`config.mk`:
```
export PLATFORM = sky130hd
export DESIGN_NAME = db_scan_ctrl_amisha
export DESIGN_NICKNAME = d
export VERILOG_FILES = /design/src/rtl/db_scan_ctrl_amisha.sv
export SDC_FILE = /design/constraint.sdc
export NUM_CORES = 1
export LEC_CHECK = 0
export ABC_AREA = 1
export BUFFER_PORTS_ARGS = -buffer_cell sky130_fd_sc_hd__clkbuf_2
export CAP_MARGIN = 10
export CORE_MARGIN = 2
export CORE_UTILIZATION = 35
export CTS_BUF_LIST = sky130_fd_sc_hd__clkbuf_16
export DETAILED_ROUTE_END_ITERATION = 12
export GPL_TIMING_DRIVEN = 0
export PLACE_DENSITY = 0.65
export SLEW_MARGIN = 25
export SYNTH_ARGS = -nofsm -noshare
export SYNTH_HDL_FRONTEND = slang
export SYNTH_HIERARCHICAL = 1
export SYNTH_SLANG_ARGS = --single-unit
```
`constraint.sdc`:
```
create_clock -name clk_amisha -period 1.21 [get_ports clk_amisha]
set_input_delay 0.121 -clock clk_amisha [delete_from_list [all_inputs] [get_ports clk_amisha]]
set_output_delay 0.121 -clock clk_amisha [all_outputs]
set_load 0.1 [all_outputs]
```
`src/rtl/db_scan_ctrl_amisha.sv`:
```
// Round-robin debounce controller: one tick divider and one confirm
// decision shared across N switch channels, one channel serviced per tick.

// Per-channel confirm state: disagreement run counter, debounced level and
// the registered edge pulses. Only acts when its service strobe is high.
module db_scan_lane_amisha #(
  parameter int CONFIRM = 3,
  parameter int CW      = 2
) (
  input  logic i_clk,
  input  logic i_rst_n,
  input  logic i_svc,
  input  logic i_sync,
  output logic o_db,
  output logic o_rise,
  output logic o_fall
);
  logic [CW-1:0] r_cnt;
  logic          r_db;
  logic          r_rise;
  logic          r_fall;
  logic [CW-1:0] w_inc;
  logic          w_dis;
  logic          w_flip;

  // Run counter never exceeds CONFIRM-1, so the increment cannot overflow CW.
  assign w_inc  = r_cnt + CW'(1);
  assign w_dis  = (i_sync != r_db);
  assign w_flip = i_svc && w_dis && (w_inc == CW'(CONFIRM));

  // Count consecutive disagreeing services; flip and pulse on the CONFIRM-th.
  always_ff @(posedge i_clk or negedge i_rst_n) begin
    if (!i_rst_n) begin
      r_cnt  <= '0;
      r_db   <= 1'b0;
      r_rise <= 1'b0;
      r_fall <= 1'b0;
    end else begin
      r_rise <= w_flip && !r_db;
      r_fall <= w_flip && r_db;
      if (i_svc) begin
        if (!w_dis) begin
          r_cnt <= '0;
        end else if (w_flip) begin
          r_cnt <= '0;
          r_db  <= ~r_db;
        end else begin
          r_cnt <= w_inc;
        end
      end
    end
  end

  assign o_db   = r_db;
  assign o_rise = r_rise;
  assign o_fall = r_fall;
endmodule

module db_scan_ctrl_amisha #(
  parameter int N        = 4,
  parameter int TICK_DIV = 4,
  parameter int CONFIRM  = 3,
  localparam int IW      = (N > 1) ? $clog2(N) : 1,
  localparam int DW      = (TICK_DIV > 1) ? $clog2(TICK_DIV) : 1,
  localparam int CW      = $clog2(CONFIRM + 1)
) (
  input  logic          clk_amisha,
  input  logic          reset_amisha,
  input  logic          en_amisha,
  input  logic [N-1:0]  sw_amisha,
  output logic [N-1:0]  db_amisha,
  output logic [N-1:0]  rise_amisha,
  output logic [N-1:0]  fall_amisha,
  output logic [IW-1:0] scan_idx_amisha
);
  logic [N-1:0]  r_sync_q1;
  logic [N-1:0]  r_sync_q2;
  logic [DW-1:0] r_div;
  logic [IW-1:0] r_idx;
  logic          w_tick;

  // Two-flop synchronizer; keeps sampling even while scanning is disabled.
  always_ff @(posedge clk_amisha or negedge reset_amisha) begin
    if (!reset_amisha) begin
      r_sync_q1 <= '0;
      r_sync_q2 <= '0;
    end else begin
      r_sync_q1 <= sw_amisha;
      r_sync_q2 <= r_sync_q1;
    end
  end

  assign w_tick = en_amisha && (r_div == DW'(TICK_DIV - 1));

  // Service-tick divider, frozen while disabled.
  always_ff @(posedge clk_amisha or negedge reset_amisha) begin
    if (!reset_amisha)  r_div <= '0;
    else if (en_amisha) r_div <= (r_div == DW'(TICK_DIV - 1)) ? '0 : r_div + DW'(1);
  end

  // Scan index advances after each serviced channel and wraps at N-1.
  always_ff @(posedge clk_amisha or negedge reset_amisha) begin
    if (!reset_amisha) r_idx <= '0;
    else if (w_tick)   r_idx <= (r_idx == IW'(N - 1)) ? '0 : r_idx + IW'(1);
  end

  assign scan_idx_amisha = r_idx;

  for (genvar g = 0; g < N; g++) begin : g_lane
    logic w_svc;
    assign w_svc = w_tick && (r_idx == IW'(g));
    db_scan_lane_amisha #(.CONFIRM(CONFIRM), .CW(CW)) u_lane (
      .i_clk   (clk_amisha),
      .i_rst_n (reset_amisha),
      .i_svc   (w_svc),
      .i_sync  (r_sync_q2[g]),
      .o_db    (db_amisha[g]),
      .o_rise  (rise_amisha[g]),
      .o_fall  (fall_amisha[g])
    );
  end
endmodule
```
# Yosys cells after proc, flatten, opt, wreduce, memory -nomap -nowiden

Index checks and enable logic that the tools add are counted.

Memory bits (read-only): 0
Bits in registers: 32
Input port bits: 7
RAM bits: 0
Logic and storage cells: 82
Memories: 0
Latch bits: 0

Add/sub/neg operators: 6
Shift operators: 0
Divide/modulo/power cells: 0
Muxes and demuxes: 10
Magnitude comparators: 0
Equality and inequality tests: 12
Reductions and logical operators: 30
Multiply operators: 0
Bitwise logic cells: 4

Operators by type and width:

| cell                                                                  | number |
|---|---|
| 1-bit logical AND                                                     | 21 |
| 2-bit 2-to-1 mux                                                      | 10 |
| 2-bit equality test, second input constant                            | 7 |
| 2-bit by 1-bit adder with 2-bit output, second input constant         | 6 |
| 3-bit AND reduction                                                   | 4 |
| 1-bit logical NOT                                                     | 4 |
| 1-bit inequality test                                                 | 4 |
| 1-bit NOT                                                             | 4 |
| 2-bit by 1-bit equality test with 1-bit output, second input constant | 1 |
| 2-bit logical NOT                                                     | 1 |

# Depth between registers and ports, before layout

Gate-level depths: netlist of run 1.

Depth in word-level cells: 7
Mapped depth: 7
Depth with buffers taken out: 7

# Hierarchy

The synthesis of run 1 kept the hierarchy.

Modules (own cells, without submodules):

| module              | cells an instance | times used | area an instance (um^2) |
|---|---|---|---|
| db_scan_lane_amisha | 26                | 4          | 227.7 |
| db_scan_ctrl_amisha | 44                | 1          | 467.9 |

# Worst setup path after synthesis of run 1

OpenSTA, ideal clock, no wires.

Path type: reg2reg
From: register r_idx[0] (netlist: scan_idx_amisha[0])
To: register g_lane[3].u_lane.r_db
Period minus slack after synthesis: 1.933 ns
Data arrival time: 1.811 ns
Setup slack: -0.723 ns
Stages on the path, launching flop included: 7
Cells stage by stage: dfrtp_1 -> ha_1 -> inv_1 -> nor2_1 -> nand4_1 -> inv_2 -> nor2_2

Longest elaborated chain between the ends: 5

Ends and longest elaborated chain:

| what                            | line | RTL |
|---|---|---|
| start: declaration              | 79   | `logic [IW-1:0] r_idx;` |
| start signal: assignment        | 104  | `else if (w_tick) r_idx <= (r_idx == IW'(N - 1)) ? '0 : r_idx + IW'(1);` |
| 2-bit equality test *           | 111  | `assign w_svc = w_tick && (r_idx == IW'(g));` |
| 1-bit logical AND *             | 111  |  |
| net g_lane[3].w_svc             | 110  | `logic w_svc;` |
| 1-bit logical AND (2 in series) | 29   | `assign w_flip = i_svc && w_dis && (w_inc == CW'(CONFIRM));` |
| 3-bit AND reduction (no line) * | --   |  |
| end signal: assignment          | 46   | `r_db <= ~r_db;` |
| end: declaration                | 19   | `logic r_db;` |

The timed path passes the listed nets; every way through them passes the cells marked *.
A chain may end at the register's enable or synchronous reset.

# Worst setup path in the final report of run 1

From: register r_idx[1] (netlist: scan_idx_amisha[1])
To: register g_lane[2].u_lane.r_rise

Longest elaborated chain between the ends: 5

Ends and longest elaborated chain:

| what                            | line | RTL |
|---|---|---|
| 2-bit equality test             | 111  |  |
| 1-bit logical AND               | 111  |  |
| net g_lane[2].w_svc             | 110  |  |
| 1-bit logical AND (2 in series) | 29   |  |
| 1-bit logical AND               | 39   | `r_rise <= w_flip && !r_db;` |
| end signal: assignment          | 39   |  |
| end: declaration                | 20   | `logic r_rise;` |

The timed path passes the listed nets, and every way through them passes these cells.

==> impl_metrics.yaml, run 1 <==
run_status:
  outcome: "complete, but fails checks"
  failed_checks: "setup timing"
cts:
  cts_buffers: 5
  cts_tree: "built"
  root_buffer: "clkbuf_16"
  htree_levels: 2
  clock_latency_ns: 0.27
  clkTransAtPathRegs_ns: 0.05
  clockBufferDepth: 2
  cts_sinks: 32
floorplan:
  start_util_pct: 37.1
  io-pin-count: 21
  die_y_um: 66.8
  die-area_sq_mm: 0.00446
  core_region_area_sq_mm: 0.00372
  num_rows: 22
  die_w_um: 66.8
worst_setup_path:
  r2r_cells: 7
  path_max_fanout: 6
  reg2reg_from: "scan_idx_amisha[1]"
  r2r-end: "g_lane[2].u_lane/o_rise"
  required_ns: 1.37
  cp_cell_sequence: "buf_4 > ha_4 > inv_2 > nor2_4 > buf_4 > nand4_1 > inv_1"
  worstSetupPathType: "register to register"
  cp-end-kind: "register"
  critPathMaxStageDelay_ns: 0.50
  cp.arrival_ns: 1.42
  r2r_slack_ns: -0.05
  slowest_stage: "dfrtp_4"
  cp_common_cell: "buf_4"
  start_kind: "register"
route:
  via_count: 1045
  drt_wl_total_mm: 2.26
  antenna_left: 0
  via_per_inst: 4.43
  wl_per_cell_um: 9.58
  first_iter_violations: 33
  drcViolationCount: 0
  first_pass_iters: 4
synth:
  syn-num-nets: 164
  synth.distinct_cells: 11
  yosysSeqAreaShare_pct: 58.1
  yosysWarnings: 6
  synth-seq-cells: 32
  netlist_area_sq_mm: 0.00138
  syn_avg_cell_area_sq_um: 9.32
  synth_cells: 148
sta:
  whs_ns: 0.161
  slew_headroom_pct: 53.7
  tns_ns: -0.192
  rsz0062_at_grt: "yes"
  timing.final.hold_violations: 0
  fin_crit_sh_pct: 104
  setup_violations: 5
  finalClockSkew_ns: 0.00250
  drv_slew: 0
  min_period_ns: 1.26
  fmaxAchievable_mhz: 794
  final.setup.worst_slack_ns: -0.0496
  worstMarginPinSlew_ns: 0.695
placement:
  portBuffers: 20
  dp.cells: 216
  hpwl_mm: 1.46
  globalplace.congestion: 0.752
  dpl_cell_area_sq_mm: 0.00159
  dp_worst_setup_slack_ns: -0.105
final_layout:
  fill_cells: 319
  antenna_cells: 0
  multi_input_area_sq_um: 557
  final_cells: 236
  drive_above_1_share_pct: 36.7
  fin_nets: 203
  ff_latch_area_sq_um: 813
  fin_util_pct: 51.5
  areaGrowthSynthToFinish_pct: 38.8
  fin_area_sq_mm: 0.00191
global_route:
  grt_pass1_vias: 897
  grt_overflow: 0
  antenna_found_initial: 0
  grt_use_total_pct: 11.6
  met1_usage_pct: 13.8
  globalRouteMet2Util_pct: 16.6
  grt_most_used_layer: "met2"
  met3_usage_pct: 6.08
  grt_pass1_wl_mm: 3.68
  grt_max_degree: 33
pwr:
  peakVddDrop_mv: 1.01
  p_leak_nw: 0.986
  p_total_mw: 3.95
  p_per_area_mw_per_mm2: 2060
hold_path:
  hold_class: "input pin to register"
  min_from: "en_amisha"
  hold_depth: 3
  hold_end: "r_div[0]"
flow_run:
  max-cap-violations: 0
[state kept, by name, summed over array words and instances (netlist names)]
name / count
r_sync_q2: 4
g_lane.u_lane/o_fall: 4
r_sync_q1: 4
g_lane.u_lane/r_cnt: 8
g_lane.u_lane/o_rise: 4
scan_idx_amisha: 2
g_lane.u_lane/o_db: 4
r_div: 2
[repair_timing]
action | 4_1_cts | 5_1_grt
resized for setup | 10 | 12
buffers inserted | 4 | 3
hold buffers | 5 | 0
endpoints found under the hold margin | 36 | 0
endpoints found under the setup margin | 22 | 23
pin swaps | 3 | 13
[metal layers]
metal | part of all wire (%) | vias to the layer above
met1 | 47 | 477
met5 | 0 | -
met3 | 5.0 | 5
li1 | - | 546
met4 | 2.1 | 0
met2 | 45 | 17
[logic make-up (layout without fill, tap and decap cells)]
| group | Yosys count | in the layout | synth area share [%] |
|---|---|---|---|
| buffers and inverters | 32 | 72 | 8.80 |
| flip-flops | 32 | 32 | 58.1 |
| AND/OR/NAND/NOR | 71 | 71 | 23.1 |
| adder cells (fa/ha/maj) | 9 | 9 | 8.17 |
| AO/OA/AOI/OAI | 4 | 4 | 1.81 |
[worst max-delay path by stage]
stage                            start                 endpoint  slack (ns)
floorplan           scan_idx_amisha[0]    g_lane[2].u_lane/o_db       -0.16
global placement              r_div[0]    g_lane[1].u_lane/o_db       -0.09
detailed placement            r_div[0]    g_lane[1].u_lane/o_db       -0.11
CTS                 scan_idx_amisha[0]    g_lane[0].u_lane/o_db       -0.05
global route        scan_idx_amisha[0]    g_lane[2].u_lane/o_db       -0.15
finish              scan_idx_amisha[1]  g_lane[2].u_lane/o_rise       -0.05
[synthesized netlist by cell type]
library cell  number  share of area, %
inv_1             23               6.3
dfrtp_1           32                58
inv_2              8               2.2
nand2_2            1              0.45
a31oi_1            4               1.8
nand2_1           36               9.8
ha_1               9               8.2
nor2_2             4               1.8
nand4_1           16               7.3
nor2_1            14               3.8
clkinv_2           1              0.36
[where the power goes]
part	internal, mW	switching, mW
combinational	0.496	0.862
sequential	1.27	0.174
clock	0.737	0.405
[cell type report]
cell class                 instances  area share, %
sequential                        32           42.5
multi-input combinational         84           29.1
timing repair buffer              32           11.6
inverter                          32           6.60
clock buffer                       5           6.54
tap                               48           3.14
clock inverter                     3          0.588
[critical path, delay by kind of cell (launching register included)]
family	cells	cell delay, ns
adders and majority gates	1	0.15
DFF	1	0.50
buffers and inverters	4	0.38
and+or+nand+nor	2	0.13
[cells in the final DEF, fill, tap and decap left out, types with 5 or more instances in the layout]
cell	instances
nand2_1	36
dfrtp_1	26
inv_1	17
nand4_1	16
inv_2	14
clkbuf_2	13
nor2_1	10
buf_4	6
clkbuf_4	6
ha_1	5
clkbuf_16	5
dlygate4sd3_1	5
Note: power is estimated with default switching activity, not from simulation.
==> run 2: changes to the inputs <==
- CORE_UTILIZATION: 35 -> 49
- PLACE_DENSITY: 0.65 -> 0.83
==> run 2 against run 1 <==
Clock power is essentially flat. Critical endpoint is now g_lane[2].u_lane/o_db. Sequential power hardly changed. Non-clock buffer count is 1 lower. Worst setup slack worse by 0.026 ns. Routed wire length grew 16%. Combinational power increased by 4%. The flow still finishes with violations (setup timing). Largest power group unchanged. Via count up 7.0%. Sequential share of layout area up 0.45 points.
==> impl_metrics.yaml, run 2 (synthesis results as in run 1) <==
placement:
  hpwl_mm: 1.76
  globalplace.congestion: 0.708
  portBuffers: 20
worst_setup_path:
  worstSetupPathType: "register to register"
  cp.arrival_ns: 1.44
  r2r-end: "g_lane[2].u_lane/o_db"
  start_kind: "register"
  path_max_fanout: 6
  r2r_slack_ns: -0.08
  cp-end-kind: "register"
  required_ns: 1.37
  r2r_cells: 7
  reg2reg_from: "scan_idx_amisha[0]"
pwr:
  p_leak_nw: 0.984
  peakVddDrop_mv: 1.62
  p_total_mw: 4.05
  p_per_area_mw_per_mm2: 2140
sta:
  setup_violations: 10
  slew_headroom_pct: 53.6
  min_period_ns: 1.29
  tns_ns: -0.385
  fmaxAchievable_mhz: 778
  finalClockSkew_ns: 0.00357
  worstMarginPinSlew_ns: 0.696
  timing.final.hold_violations: 0
  fin_crit_sh_pct: 106
  drv_slew: 0
  final.setup.worst_slack_ns: -0.0754
  rsz0062_at_grt: "yes"
final_layout:
  drive_above_1_share_pct: 38.5
  fin_nets: 202
  largest_register: "g_lane.u_lane/r_cnt"
  final_cell_mix: "34 x nand2_1, 26 x dfrtp_1, 16 x nand4_1"
  areaGrowthSynthToFinish_pct: 37.4
  antenna_cells: 0
  fill_cells: 209
  layout_commonest_cell: "nand2_1"
  largest_reg_flops: 8
global_route:
  grt_pass1_wl_mm: 4.26
  grt_overflow: 0
  antenna_found_initial: 0
  grt_max_degree: 33
  grt_use_total_pct: 17.9
  grt_pass1_vias: 1004
route:
  via_count: 1118
  first_pass_iters: 4
  first_iter_violations: 20
  wl_per_cell_um: 12.0
  drcViolationCount: 0
  antenna_left: 0
  drt_wl_total_mm: 2.63
  via_per_inst: 5.13
floorplan:
  start_util_pct: 50.9
  die_y_um: 57.0
  die-area_sq_mm: 0.00325
  num_rows: 19
  core_region_area_sq_mm: 0.00271
  die_w_um: 57.0
  io-pin-count: 21
cts:
  clockBufferDepth: 2
  htree_levels: 2
  cts_tree: "built"
  clock_latency_ns: 0.27
  cts_buffers: 5
  root_buffer: "clkbuf_16"
  cts_sinks: 32
  clkTransAtPathRegs_ns: 0.05
hold_path:
  hold_class: "input pin to register"
  hold_end: "r_div[1]"
  min_from: "en_amisha"
  hold_depth: 3
run_status:
  failed_checks: "setup timing"
  outcome: "complete, but fails checks"
flow_run:
  max-cap-violations: 0
[run 2: cell count changes in the layout (fill, tap and decap cells not counted), sizes merged]
cell and change:
buf +1, clkbuf -2, clkinv +2, inv -2
[run 2: worst max-delay path: stages (launching register included)]
cell and delay, ns:
dfrtp_4 0.52, inv_4 0.09, ha_4 0.12, inv_2 0.04, nor2_4 0.15, nand4_1 0.12
inv_2 0.09, nor2_2 0.03
[run 2: metal layers]
layer  GRT usage (%)  wire length (um)  up-vias  share of wire, %
li1                -                 -      539                 -
met1            18.9              1020      546                39
met2            30.0              1380       27                53
met3            8.16               163        6               6.2
met4            8.97                56        0               2.1
met5               0                 0        -                 0
[run 2: final cells by class]
class | count | area (sq um) | share of cell area, %
multi-input cells | 84 | 559 | 29.5
well taps | 31 | 38.8 | 2.05
clock inverters | 3 | 13.8 | 0.727
repair buffers | 31 | 218 | 11.5
clock buffers | 5 | 125 | 6.61
inverters | 32 | 126 | 6.67
flip-flops and latches | 32 | 813 | 42.9
[run 2: worst max path at each step]
stage	start	to	slack, ns	cells past startpoint
CTS	scan_idx_amisha[1]	g_lane[1].u_lane/o_db	-0.05	7
finish	scan_idx_amisha[0]	g_lane[2].u_lane/o_db	-0.08	7
global placement	r_div[0]	g_lane[2].u_lane/o_db	-0.05	6
detailed placement	r_div[0]	g_lane[0].u_lane/o_db	-0.11	6
global route	scan_idx_amisha[0]	g_lane[0].u_lane/o_db	-0.13	7
floorplan	scan_idx_amisha[0]	g_lane[2].u_lane/o_db	-0.16	7
[run 2: timing repair]
action,in CTS,in global routing
setup buffers,4,2
pin swaps,6,18
hold endpoints to repair,36,0
setup endpoints to repair,27,19
hold buffers,5,0
gates resized for setup,13,14
[run 2: metrics by stage]
stage / setup WS [ns] / cell area [sq um] / std cells / hold slack [ns] / util, %
6_report: -0.0754 / 1890 / 218 / 0.135 / 69.9
5_1_grt: -0.134 / 1890 / 218 / 0.163 / 69.9
4_1_cts: -0.0545 / 1840 / 216 / 0.130 / 68.0
3_5_place_dp: -0.112 / 1570 / 199 / 0.229 / 58.0
3_3_place_gp: -0.0515 / 1570 / 199 / 0.220 / 58.0
2_1_floorplan: -0.160 / 1430 / 148 / -0.175 / -
[run 2: report_power, final]
| part | internal [mW] | switching [mW] | leakage (nW) |
|---|---|---|---|
| clock network | 0.744 | 0.416 | 0.0710 |
| logic | 0.525 | 0.891 | 0.504 |
| registers | 1.27 | 0.198 | 0.409 |
| total | 2.54 | 1.51 | 0.984 |
==> run 3: changes to the inputs <==
- GPL_TIMING_DRIVEN: 0 -> unset
==> run 3 against run 2 <==
The run still ends with setup timing left. Sequential share of layout area shrank 4.6 points. Non-clock buffer count grew 5. First-iteration DRC count grew 85%. Register-to-register slack lost 0.04 ns. Global-route usage grew 2.8 points. Worst hold slack lost 0.010 ns. Die area is the same. Worst setup slack lost 0.044 ns. Utilization grew 8.3 points. Combinational power grew 24%. Largest cell class unchanged. Largest power group is now combinational logic.
==> impl_metrics.yaml, run 3 (synthesis results as in run 1) <==
sta:
  min_period_ns: 1.33
  finalClockSkew_ns: 0.00319
  drv_slew: 0
  tns_ns: -0.758
  timing.final.hold_violations: 0
  slew_headroom_pct: 71.6
  setup_violations: 16
  fmaxAchievable_mhz: 752
  final.setup.worst_slack_ns: -0.119
  worstMarginPinSlew_ns: 0.426
  rsz0062_at_grt: "yes"
  fin_crit_sh_pct: 110
worst_setup_path:
  path_max_fanout: 6
  cp_cell_sequence: "inv_4 > ha_4 > inv_2 > nor2_4 > nand4_1 > inv_2 > nor2_2"
  critPathMaxStageDelay_ns: 0.51
  cp-end-kind: "register"
  cpLargestDelayFamily: "flip-flops"
  slowest_stage: "dfrtp_4"
  cp_common_cell: "inv_2"
  required_ns: 1.37
  start_kind: "register"
  crit_start: "scan_idx_amisha[0]"
  worstSetupPathType: "register to register"
  reg2reg_from: "scan_idx_amisha[0]"
  cp.arrival_ns: 1.49
  crit_buf_inv: 3
final_layout:
  final_cell_mix: "33 x nand2_1, 26 x dfrtp_1, 16 x nand4_1"
  largest_reg_flops: 8
  largest_register: "g_lane.u_lane/r_cnt"
  fin_area_sq_mm: 0.00212
  drive_above_1_share_pct: 40.6
  areaGrowthSynthToFinish_pct: 53.7
  fill_cells: 159
  layout_commonest_cell: "nand2_1"
  fin_util_pct: 78.2
  antenna_cells: 0
  fin_nets: 207
cts:
  clock_latency_ns: 0.28
  htree_levels: 2
  clkTransAtPathRegs_ns: 0.05
  cts_buffers: 5
  clockBufferDepth: 2
  cts_sinks: 32
  root_buffer: "clkbuf_16"
  cts_tree: "built"
placement:
  dp_worst_setup_slack_ns: -0.0835
  dpl_cell_area_sq_mm: 0.00180
  portBuffers: 20
  globalplace.congestion: 0.742
  hpwl_mm: 1.93
hold_path:
  min_from: "en_amisha"
  hold_class: "input pin to register"
global_route:
  grt_max_degree: 19
  grt_use_total_pct: 20.7
  antenna_found_initial: 0
  grt_pass1_wl_mm: 4.93
  grt_overflow: 0
  grt_pass1_vias: 1174
route:
  first_pass_iters: 5
  drt_wl_total_mm: 3.23
  wl_per_cell_um: 14.5
  via_count: 1183
  first_iter_violations: 37
  via_per_inst: 5.30
  drcViolationCount: 0
  antenna_left: 0
floorplan:
  start_util_pct: 50.9
  core_region_area_sq_mm: 0.00271
  die_y_um: 57.0
  die-area_sq_mm: 0.00325
  num_rows: 19
  io-pin-count: 21
  die_w_um: 57.0
pwr:
  p_total_mw: 4.41
  p_leak_nw: 1.06
  p_per_area_mw_per_mm2: 2080
  peakVddDrop_mv: 1.69
run_status:
  outcome: "complete, but fails checks"
  failed_checks: "setup timing"
flow_run:
  max-cap-violations: 0
run 3: worst paths after layout:
check / endpoint / slack, ns / depth (start not counted)
max: g_lane[2].u_lane/o_db / -0.12 / 7
min: r_div[1] / 0.12 / 3
max reg2reg: g_lane[2].u_lane/o_db / -0.12 / 7
min reg2reg: r_sync_q2[0] / 0.35 / 0
max in group asynchronous: g_lane[1].u_lane/o_db / 0.44 / 3
min in group asynchronous: r_sync_q1[0] / 0.33 / 2
run 3: what timing repair did:
action                     4_1_cts  5_1_grt
setup endpoints to repair       15       19
pin swaps                        4       12
setup buffers                    2        5
gates resized for setup          7       13
hold buffers                     5        0
hold endpoints to repair        18        0
run 3: power breakdown:
part / leakage (nW) / total [mW] / switching [mW] / internal [mW]
sequential: 0.409 / 1.47 / 0.202 / 1.27
clock: 0.0710 / 1.17 / 0.427 / 0.744
combinational: 0.581 / 1.76 / 1.02 / 0.744
run 3: through the flow:
step | std cells | hold WS (ns)
after detailed placement | 203 | 0.0712
after CTS | 218 | 0.129
after global placement | 203 | 0.0623
after global routing | 223 | 0.149
final | 223 | 0.125
after floorplan | 148 | -0.175
run 3: worst reg2reg max path: stages (launching register included):
cell	delay, ns
dfrtp_4	0.51
inv_4	0.10
ha_4	0.14
inv_2	0.04
nor2_4	0.17
nand4_1	0.14
inv_2	0.08
nor2_2	0.03
run 3: layout make-up:
type / count / area (sq um) / share of cell area [%]
clock buffer: 5 / 125 / 5.90
multi-input combinational: 84 / 562 / 26.5
sequential: 32 / 813 / 38.4
tap: 31 / 38.8 / 1.83
inverter: 32 / 129 / 6.08
clock inverter: 3 / 13.8 / 0.649
timing repair buffer: 36 / 438 / 20.7
run 3: per-layer routing:
| metal | vias up | track usage, % | part of all wire (%) |
|---|---|---|---|
| li1 | 554 | - | - |
| met4 | 0 | 8.31 | 3.9 |
| met2 | 40 | 37.1 | 55 |
| met3 | 12 | 8.39 | 5.5 |
| met1 | 577 | 21.5 | 35 |
| met5 | - | 0 | 0 |
